[config.mk]
export PLATFORM = sky130hd
export DESIGN_NAME = pmcc_loop_ctrl_flat
export DESIGN_NICKNAME = d
export VERILOG_FILES = /design/src/rtl/pmcc_loop_ctrl_if.sv /design/src/rtl/pmcc_loop_ctrl.sv /design/src/flat_wrapper.sv
export SDC_FILE = /design/constraint.sdc
export NUM_CORES = 1
export LEC_CHECK = 0
export BUFFER_PORTS_ARGS = -buffer_cell sky130_fd_sc_hd__buf_2
export CORE_ASPECT_RATIO = 0.9
export CORE_MARGIN = 1.5
export CORE_UTILIZATION = 46
export DETAILED_ROUTE_END_ITERATION = 12
export PLACE_DENSITY = 0.77
export RECOVER_POWER = 100
export SLEW_MARGIN = 10
export SYNTH_ARGS = -nofsm -noshare
export SYNTH_HDL_FRONTEND = slang
export SYNTH_SLANG_ARGS = --single-unit
export TNS_END_PERCENT = 1
[constraint.sdc]
create_clock -name clk -period 2.3 [get_ports clk]
set_clock_uncertainty 0.2 [all_clocks]
set_input_delay 0.46 -clock clk [delete_from_list [all_inputs] [get_ports clk]]
set_output_delay 0.46 -clock clk [all_outputs]
set_load 0.05 [all_outputs]
[src/rtl/pmcc_loop_ctrl_if.sv]
// Decoder, PC and loop-LIFO signals of the PMC loop sequencer.
// PMCC_LOOP_INFINITE_EN adds the loop_break strobe.
interface pmcc_loop_ctrl_if #(
  parameter int ADDR_W = 10,
  parameter int ITER_W = 14
);
  logic                     clear;
  logic                     loop_start;
  logic [ADDR_W-1:0]        start_addr;
  logic [ITER_W-1:0]        iterations;
  logic                     loop_end;
`ifdef PMCC_LOOP_INFINITE_EN
  logic                     loop_break;
`endif
  logic                     busy;
  logic                     jump_req;
  logic [ADDR_W-1:0]        jump_addr;
  logic [3:0]               depth;
  logic                     error;
  logic                     lifo_push;
  logic [ADDR_W+ITER_W-1:0] lifo_wdata;
  logic                     lifo_pop;
  logic [ADDR_W+ITER_W-1:0] lifo_rdata;
  logic                     lifo_full;
  logic                     lifo_empty;

  modport master (
`ifdef PMCC_LOOP_INFINITE_EN
    input  loop_break,
`endif
    input  clear, loop_start, start_addr, iterations, loop_end,
    input  lifo_rdata, lifo_full, lifo_empty,
    output busy, jump_req, jump_addr, depth, error,
    output lifo_push, lifo_wdata, lifo_pop
  );

  modport slave (
`ifdef PMCC_LOOP_INFINITE_EN
    output loop_break,
`endif
    output clear, loop_start, start_addr, iterations, loop_end,
    output lifo_rdata, lifo_full, lifo_empty,
    input  busy, jump_req, jump_addr, depth, error,
    input  lifo_push, lifo_wdata, lifo_pop
  );
endinterface

[src/rtl/pmcc_loop_ctrl.sv]
// Loop sequencer: working loop register, spill/restore through the loop LIFO, jump requests.
// Optional macro PMCC_LOOP_INFINITE_EN: iterations==0 means infinite, adds loop_break.
module pmcc_loop_ctrl #(
  parameter int ADDR_W = 10,
  parameter int ITER_W = 14,
  parameter int DEPTH  = 10
) (
  input logic            clk,
  input logic            rst,
  pmcc_loop_ctrl_if.master bus
);
  // state   | meaning
  // IDLE    | after reset/clear, behaves like ACTIVE
  // ACTIVE  | no loop or loop running (cur_valid qualifies)
  // RESTORE | one cycle, reload working loop from lifo_rdata
  typedef enum logic [1:0] {ST_IDLE, ST_ACTIVE, ST_RESTORE} state_t;

  state_t              state, state_nx;
  logic                cur_valid, cur_valid_nx;
  logic [ADDR_W-1:0]   cur_addr, cur_addr_nx;
  logic [ITER_W-1:0]   cur_iter, cur_iter_nx;
  logic [3:0]          depth_q, depth_nx;
  logic                error_q, error_nx;
  logic                jump_req_q, jump_req_nx;
  logic [ADDR_W-1:0]   jump_addr_q, jump_addr_nx;
  logic                push, pop;
  logic                brk;
  logic [ITER_W-1:0]   iter_load;
  logic                multi;

`ifdef PMCC_LOOP_INFINITE_EN
  assign brk       = bus.loop_break;
  assign iter_load = bus.iterations;
`else
  assign brk       = 1'b0;
  assign iter_load = (bus.iterations == '0) ? ITER_W'(1) : bus.iterations;
`endif

  assign multi = (bus.loop_start & bus.loop_end) | (bus.loop_start & brk) | (bus.loop_end & brk);

  always_ff @(posedge clk or posedge rst) begin
    if (rst) begin
      state       <= ST_IDLE;
      cur_valid   <= 1'b0;
      cur_addr    <= '0;
      cur_iter    <= '0;
      depth_q     <= '0;
      error_q     <= 1'b0;
      jump_req_q  <= 1'b0;
      jump_addr_q <= '0;
    end else begin
      state       <= state_nx;
      cur_valid   <= cur_valid_nx;
      cur_addr    <= cur_addr_nx;
      cur_iter    <= cur_iter_nx;
      depth_q     <= depth_nx;
      error_q     <= error_nx;
      jump_req_q  <= jump_req_nx;
      jump_addr_q <= jump_addr_nx;
    end
  end

  always_comb begin
    state_nx     = state;
    cur_valid_nx = cur_valid;
    cur_addr_nx  = cur_addr;
    cur_iter_nx  = cur_iter;
    depth_nx     = depth_q;
    error_nx     = error_q;
    jump_req_nx  = 1'b0;
    jump_addr_nx = jump_addr_q;
    push         = 1'b0;
    pop          = 1'b0;
    case (state)
      ST_IDLE, ST_ACTIVE: begin
        state_nx = ST_ACTIVE;
        if (multi) begin
          error_nx = 1'b1;
        end else if (bus.loop_start) begin
          if (cur_valid && (bus.lifo_full || depth_q == 4'(DEPTH + 1))) begin
            error_nx = 1'b1;
          end else begin
            push         = cur_valid;
            cur_addr_nx  = bus.start_addr;
            cur_iter_nx  = iter_load;
            cur_valid_nx = 1'b1;
            depth_nx     = depth_q + 4'd1;
          end
        end else if (bus.loop_end || brk) begin
          if (!cur_valid) begin
            error_nx = 1'b1;
          end else if (brk || cur_iter == ITER_W'(1)) begin
            depth_nx = depth_q - 4'd1;
            if (bus.lifo_empty) begin
              cur_valid_nx = 1'b0;
            end else begin
              pop      = 1'b1;
              state_nx = ST_RESTORE;
            end
          end else begin
            // cur_iter==0 only exists with infinite loops enabled: jump, never decrement
            jump_req_nx  = 1'b1;
            jump_addr_nx = cur_addr;
            if (cur_iter > ITER_W'(1)) cur_iter_nx = cur_iter - ITER_W'(1);
          end
        end
      end
      ST_RESTORE: begin
        if (bus.loop_start || bus.loop_end || brk) error_nx = 1'b1;
        {cur_addr_nx, cur_iter_nx} = bus.lifo_rdata;
        cur_valid_nx = 1'b1;
        state_nx     = ST_ACTIVE;
      end
      default: state_nx = ST_IDLE;
    endcase
    if (bus.clear) begin
      state_nx     = ST_IDLE;
      cur_valid_nx = 1'b0;
      cur_addr_nx  = '0;
      cur_iter_nx  = '0;
      depth_nx     = '0;
      error_nx     = 1'b0;
      jump_req_nx  = 1'b0;
      jump_addr_nx = '0;
      push         = 1'b0;
      pop          = 1'b0;
    end
  end

  assign bus.busy       = (state == ST_RESTORE);
  assign bus.jump_req   = jump_req_q;
  assign bus.jump_addr  = jump_addr_q;
  assign bus.depth      = depth_q;
  assign bus.error      = error_q;
  assign bus.lifo_push  = push;
  assign bus.lifo_pop   = pop;
  assign bus.lifo_wdata = push ? {cur_addr, cur_iter} : '0;
endmodule

[src/flat_wrapper.sv]
// flat-port wrapper written by rule: the top's interface ports become plain ports
module pmcc_loop_ctrl_flat 
#(
  parameter int ADDR_W = 10,
  parameter int ITER_W = 14,
  parameter int DEPTH  = 10
)
  (clk, rst, bus_clear, bus_loop_start, bus_start_addr, bus_iterations, bus_loop_end, bus_lifo_rdata, bus_lifo_full, bus_lifo_empty, bus_busy, bus_jump_req, bus_jump_addr, bus_depth, bus_error, bus_lifo_push, bus_lifo_wdata, bus_lifo_pop);
  pmcc_loop_ctrl_if #(.ADDR_W(ADDR_W), .ITER_W(ITER_W)) bus_i ();
  input logic clk;
  input logic rst;
  input wire logic [$bits(bus_i.clear)-1:0] bus_clear;
  input wire logic [$bits(bus_i.loop_start)-1:0] bus_loop_start;
  input wire logic [$bits(bus_i.start_addr)-1:0] bus_start_addr;
  input wire logic [$bits(bus_i.iterations)-1:0] bus_iterations;
  input wire logic [$bits(bus_i.loop_end)-1:0] bus_loop_end;
  input wire logic [$bits(bus_i.lifo_rdata)-1:0] bus_lifo_rdata;
  input wire logic [$bits(bus_i.lifo_full)-1:0] bus_lifo_full;
  input wire logic [$bits(bus_i.lifo_empty)-1:0] bus_lifo_empty;
  output wire logic [$bits(bus_i.busy)-1:0] bus_busy;
  output wire logic [$bits(bus_i.jump_req)-1:0] bus_jump_req;
  output wire logic [$bits(bus_i.jump_addr)-1:0] bus_jump_addr;
  output wire logic [$bits(bus_i.depth)-1:0] bus_depth;
  output wire logic [$bits(bus_i.error)-1:0] bus_error;
  output wire logic [$bits(bus_i.lifo_push)-1:0] bus_lifo_push;
  output wire logic [$bits(bus_i.lifo_wdata)-1:0] bus_lifo_wdata;
  output wire logic [$bits(bus_i.lifo_pop)-1:0] bus_lifo_pop;
  assign bus_i.clear = bus_clear;
  assign bus_i.loop_start = bus_loop_start;
  assign bus_i.start_addr = bus_start_addr;
  assign bus_i.iterations = bus_iterations;
  assign bus_i.loop_end = bus_loop_end;
  assign bus_i.lifo_rdata = bus_lifo_rdata;
  assign bus_i.lifo_full = bus_lifo_full;
  assign bus_i.lifo_empty = bus_lifo_empty;
  assign bus_busy = bus_i.busy;
  assign bus_jump_req = bus_i.jump_req;
  assign bus_jump_addr = bus_i.jump_addr;
  assign bus_depth = bus_i.depth;
  assign bus_error = bus_i.error;
  assign bus_lifo_push = bus_i.lifo_push;
  assign bus_lifo_wdata = bus_i.lifo_wdata;
  assign bus_lifo_pop = bus_i.lifo_pop;
  pmcc_loop_ctrl #(.ADDR_W(ADDR_W), .ITER_W(ITER_W), .DEPTH(DEPTH)) u_core (.clk(clk), .rst(rst), .bus(bus_i));
endmodule
Yosys cells after proc, flatten, opt, wreduce, memory -nomap -nowiden
Index checks and enable logic that the tools add are counted.

word-level totals
  register bits = 43
  input port bits = 55

operators by class
  add/sub/neg operators = 3
  $lt $le $gt $ge = 1
  equal/unequal tests = 20
  mux-type cells = 75
  bitwise logic cells = 1
  reductions and logical operators = 19

operators with widths
  cell                                                  number
  2-to-1 mux 14 bit                                     9
  2-to-1 mux 10 bit                                     11
  2-to-1 mux 1 bit                                      34
  2-to-1 mux 4 bit                                      8
  case mux 14 bit (2 select lines)                      1
  2-to-1 mux 24 bit                                     1
  case mux 10 bit (2 select lines)                      1
  equality test 14 x 1 -> 1 bit, second input constant  1
  > comparator 14 x 1 -> 1 bit, second input constant   1
  zero test 14 bit                                      1
  2-to-1 mux 2 bit                                      7
  subtractor 14 x 1 -> 14 bit, second input constant    1
  != test 3 bit, second input constant                  4
  != test 4 bit, second input constant                  3
  AND reduction 6 bit                                   2
  nonzero test 3 bit                                    4
  != test 4 x 3 -> 1 bit, second input constant         2
  AND reduction 4 bit                                   2
  AND reduction 7 bit                                   1
  != test 2 bit, second input constant                  3
  nonzero test 2 bit                                    3
  != test 5 x 3 -> 1 bit, second input constant         1
  != test 5 x 4 -> 1 bit, second input constant         1
  != test 5 bit, second input constant                  1
  other kinds (14)                                      16

Logic depth before layout (Yosys ltp)
  word-level depth = 9
  mapped depth = 9
  depth with buffers taken out = 7

Worst setup path before layout
No wires, ideal clock.

  path type = flip-flop to output port
  start = reg u_core.cur_iter[6]
  end = out bus_lifo_pop
  arrival time = 2649 ps
  data required time = 1640 ps
  slack = -1009 ps
  cell stages (with the launch flop) = 6
  cell sequence = dfrtp_1 -> clkbuf_2 -> nor4_2 -> nand4_4 -> or4b_4 -> nor3_1

on the way
  cells in the longest elaborated chain, start to end = 8

RTL lines
  item                           RTL line               source
  start, declared                pmcc_loop_ctrl.sv:21   logic [ITER_W-1:0] cur_iter, cur_iter_nx;
  start signal, assigned         pmcc_loop_ctrl.sv:55   cur_iter <= cur_iter_nx;
  equality test 14 x 1 -> 1 bit  pmcc_loop_ctrl.sv:92   end else if (brk || cur_iter == ITER_W'(1)) begin
  2-to-1 mux 1 bit               pmcc_loop_ctrl.sv:92
  2-to-1 mux 1 bit               pmcc_loop_ctrl.sv:90   if (!cur_valid) begin
  2-to-1 mux 1 bit               pmcc_loop_ctrl.sv:89   end else if (bus.loop_end || brk) begin
  2-to-1 mux 1 bit               pmcc_loop_ctrl.sv:79   end else if (bus.loop_start) begin
  2-to-1 mux 1 bit               pmcc_loop_ctrl.sv:77   if (multi) begin
  2-to-1 mux 1 bit               pmcc_loop_ctrl.sv:74   case (state)
  2-to-1 mux 1 bit               pmcc_loop_ctrl.sv:116  if (bus.clear) begin
  end, declared                  flat_wrapper.sv:27     output wire logic [$bits(bus_i.lifo_pop)-1:0] bus_lifo_pop;

No other way between the ends.

Worst setup path after layout
  start = reg u_core.cur_iter[12]
  end = out bus_lifo_pop

Same word-level chain as after synthesis.

==> tab_implementation.tex <==
\begin{tabular}{lr}
\hline
Metric & Value \\
\hline
\multicolumn{2}{l}{\textbf{Status}} \\
Result of the run & complete, but fails checks \\
Violated checks & negative setup slack \\
\multicolumn{2}{l}{\textbf{CTS}} \\
Clock-pin slew on the worst setup and hold paths & 0.08 ns \\
Cell at the root of the clock tree & sky130\_fd\_sc\_hd\_\_clkbuf\_8 \\
CTS tree & built \\
Clock latency reported for the late side of the worst-skew pair & $\sim$0.30 ns \\
Maximum clock insertion buffer count & 2 \\
Number of clock sinks & 43 \\
Number of buffers inserted during clock tree synthesis & 5 \\
Max H-tree Level & 2 \\
Post-CTS repair timing setup buffer count & 0 \\
\multicolumn{2}{l}{\textbf{Route}} \\
Post-detailed-route count of antenna-violating nets & 0 \\
First-iteration detailed-routing DRC count & 170 \\
Routed vias/inst & 5.58 \\
Number of iterations in the first detailed-routing pass & 4 \\
Routed vias & 3,058 \\
Wire length per cell after detailed routing & 16.9 um \\
Final routed wirelength across all metal layers & roughly 9300 um \\
DRC errors left & 0 \\
\multicolumn{2}{l}{\textbf{Synth}} \\
Post-synth EDFFs & 0 \\
Number of unique standard cell types used by synthesis & 63 \\
Post-synthesis instance area & 2940 sq um \\
Number of warning messages in the yosys log & 0 \\
Synth Flop Type & sky130\_fd\_sc\_hd\_\_dfrtp\_1 \\
Mean post-synth cell area & between 9 and 10 sq um \\
Flip-flop and latch count after synthesis & 43 \\
Async set-or-reset flop fraction in the synthesized netlist & 100\% \\
Cell count after synthesis & 325 \\
Total nets after synthesis & 385 \\
Post-synthesis sequential area ratio & 36.6\% \\
\multicolumn{2}{l}{\textbf{Global routing}} \\
Overflow left after global routing & 0 \\
Largest net degree at the start of global routing & 44 \\
Vias in the first global route & 2,889 \\
Total track usage & 27.5\% \\
Initial antenna violation count & 0 \\
First-pass GRT wire length & between 10,000 and 15,000 um \\
\multicolumn{2}{l}{\textbf{Finish}} \\
Number of antenna repair diodes & 0 \\
Fill cells & 508 \\
Share of post-route cells with drive strength above 1 & 38.4\% \\
Core Util, Final & 67.6\% \\
Area of all placed cells without fillers & about 4200 sq um \\
Count of nets after finishing & 520 \\
Commonest cells after routing, fill and taps aside & sky130\_fd\_sc\_hd\_\_buf\_2 (55), sky130\_fd\_sc\_hd\_\_buf\_4 (52), sky130\_fd\_sc\_hd\_\_dfrtp\_1 (42) \\
Most frequent standard cell in the layout excluding fill and tap cells & sky130\_fd\_sc\_hd\_\_buf\_2 \\
Synth-to-Final Area Change & 41.2\% \\
Count of placed standard cells in the final layout, fillers left out & about 550 \\
\multicolumn{2}{l}{\textbf{Die}} \\
Starting density of the core & 47.9\% \\
Die Y & just under 80 um \\
Die outline area & approximately 6900 sq um \\
Boundary pin count & 98 \\
Core area & 6150 sq um \\
Chip width & about 87 um \\
Number of core rows & 27 \\
\multicolumn{2}{l}{\textbf{Setup path}} \\
Worst-case register-to-register setup slack & -0.07 ns \\
Start of the worst register-to-register path & u\_core.cur\_iter[12] \\
Capturing point of the worst reg2reg path & u\_core.bus.jump\_addr[0] \\
Depth of the most critical reg-to-reg path & 7 \\
CP Cell Sequence & nor4\_4 -> nand4\_4 -> or4b\_4 -> nor3\_4 -> buf\_6 \\
Buffer and inverter count on the worst path & 1 \\
Kind of cell adding the most delay to the critical path & simple AND/OR/NAND/NOR gates \\
Worst setup path category & reg -> out \\
Slowest cell on the critical path & sky130\_fd\_sc\_hd\_\_or4b\_4 \\
Largest fanout on the critical path & 2 \\
Critical Path Max Stage Delay & $\sim$0.54 ns \\
Arrival time at the worst endpoint & 2.02 ns \\
Endpoint class of the critical path & primary output \\
Type of origin of the critical path & register \\
Req. time, crit path & 1.64 ns \\
\multicolumn{2}{l}{\textbf{Power and ir drop}} \\
Peak ir drop on the vdd network & 0.459 mV \\
Total leakage power & 2.01 nW \\
Power density cells & 526 nW/um\^{}2 \\
\multicolumn{2}{l}{\textbf{Worst hold path}} \\
Worst Hold Class & in -> reg \\
Hold Crit Endpoint & u\_core.state[1] \\
Hold path start & bus\_lifo\_empty \\
Hold Path Depth & 2 \\
\multicolumn{2}{l}{\textbf{STA}} \\
Final worst path period share & 116\% \\
Slew @ Worst Pin & 1.08 ns \\
Crit path setup slack, layout & -0.379 ns \\
Worst slack on hold paths & 0.197 ns \\
Number of hold violations in the final report & 0 \\
Post-layout minimum cycle time & 2.68 ns \\
Highest achievable clock rate & 373 MHz \\
Number of slew-limit violations in the final report & 0 \\
Unrepaired setup endpoints after global routing & yes \\
Endpoints failing setup & 32 \\
Headroom to the max-slew limit & 28.0\% \\
\multicolumn{2}{l}{\textbf{Placement}} \\
Cell area reported after detailed placement & 3920 sq um \\
Routability-driven placement congestion ratio & 0.907 \\
\# port buffers & just under 100 \\
Estimated wirelength of the detail-placed design & 6810 um \\
Pre-CTS worst setup slack & -0.269 ns \\
Total placed cells including tap cells & 540 \\
\multicolumn{2}{l}{\textbf{Flow run}} \\
Max-cap viol count & 0 \\
\hline
\end{tabular}
flip-flops by register name, summed over array words and instances, names as in the netlist:
| register | flops |
|---|---|
| u_core.bus.depth | 4 |
| u_core.bus.error | 1 |
| u_core.bus.jump_addr | 10 |
| u_core.bus.jump_req | 1 |
| u_core.cur_addr | 10 |
| u_core.cur_iter | 14 |
| u_core.cur_valid | 1 |
| u_core.state | 2 |
stage by stage:
stage | power [mW] | TNS (ns)
4_1_cts | 2.20 | -3.53
5_1_grt | 2.31 | -5.66
3_5_place_dp | 1.68 | -9.20
3_3_place_gp | 1.66 | -5.14
2_1_floorplan | 1.35 | -9.14
6_report | 2.19 | -3.73
power by group:
part / internal [mW] / switching, mW / total, mW
clock network: 0.246 / 0.267 / 0.513
registers: 0.810 / 0.0452 / 0.855
logic: 0.362 / 0.456 / 0.818
total: 1.42 / 0.768 / 2.19
synthesized netlist by cell type, types with 5 or more instances:
library cell / count / share of area [%]
sky130_fd_sc_hd__nand3_1: 8 / 1.4
sky130_fd_sc_hd__o21ai_0: 22 / 3.7
sky130_fd_sc_hd__mux2i_1: 22 / 7.5
sky130_fd_sc_hd__nand2_1: 8 / 1.0
sky130_fd_sc_hd__a211oi_1: 5 / 1.3
sky130_fd_sc_hd__nor3_1: 16 / 2.7
sky130_fd_sc_hd__inv_1: 10 / 1.3
sky130_fd_sc_hd__dfrtp_1: 43 / 37
sky130_fd_sc_hd__nand4_1: 6 / 1.3
sky130_fd_sc_hd__and2_1: 20 / 4.3
sky130_fd_sc_hd__nor2_1: 29 / 3.7
sky130_fd_sc_hd__xor2_1: 6 / 1.8
sky130_fd_sc_hd__a21oi_1: 21 / 3.6
sky130_fd_sc_hd__nor4_1: 10 / 2.1
sky130_fd_sc_hd__clkbuf_1: 17 / 2.2
worst max path at each step:
stage                              from           end  slack, ns  cells after the start
floorplan            u_core.cur_iter[6]  bus_lifo_pop      -0.39                      5
global placement           bus_loop_end  bus_lifo_pop      -0.24                      6
detailed placement         bus_loop_end  bus_lifo_pop      -0.27                      6
CTS                 u_core.cur_iter[12]  bus_lifo_pop      -0.40                      5
global route        u_core.cur_iter[12]  bus_lifo_pop      -0.45                      5
finish              u_core.cur_iter[12]  bus_lifo_pop      -0.38                      5
area by class of cell:
cell class / instances / area (sq um) / share of cell area, %
Clock buffer: 7 / 86.3 / 2.08
Tap cell: 87 / 109 / 2.62
Sequential cell: 43 / 1080 / 25.9
Multi-Input combinational cell: 243 / 1760 / 42.4
Timing Repair Buffer: 157 / 1070 / 25.9
Inverter: 10 / 37.5 / 0.903
Clock inverter: 1 / 8.76 / 0.211
worst register-to-register path, delay by kind of cell (launching register included):
family,cells,cell delay [ns]
buffers and inverters,2,0.61
multiplexers,1,0.27
flip-flops,1,0.41
AO/OA/AOI/OAI,1,0.26
AND/OR/NAND/NOR,3,0.51
cell families after synthesis:
| group | after synthesis | share of synthesized area, % |
|---|---|---|
| and+or+nand+nor | 122 | 24.6 |
| AOI/OAI and AO/OA | 83 | 19.4 |
| buffers and inverters | 39 | 6.21 |
| muxes | 23 | 7.87 |
| adders and majority gates | 5 | 2.38 |
| DFF | 43 | 36.6 |
| xor gates and xnor gates | 10 | 2.98 |
per-layer routing:
metal | GRT usage [%] | part of all wire, % | up-vias
met1 | 38.9 | 44 | 1470
met4 | 6.98 | 1.0 | 0
met3 | 5.51 | 7.8 | 10
li1 | - | - | 1459
met2 | 43.2 | 47 | 119
met5 | 0 | 0 | -
what timing repair did:
action / CTS / global route
endpoints found under the setup margin: 28 / 31
endpoints found under the hold margin: 0 / 0
pin swaps: 5 / 4
gates resized for setup: 40 / 29
hold buffers: 0 / 0
(Power assumes the default switching activity.)
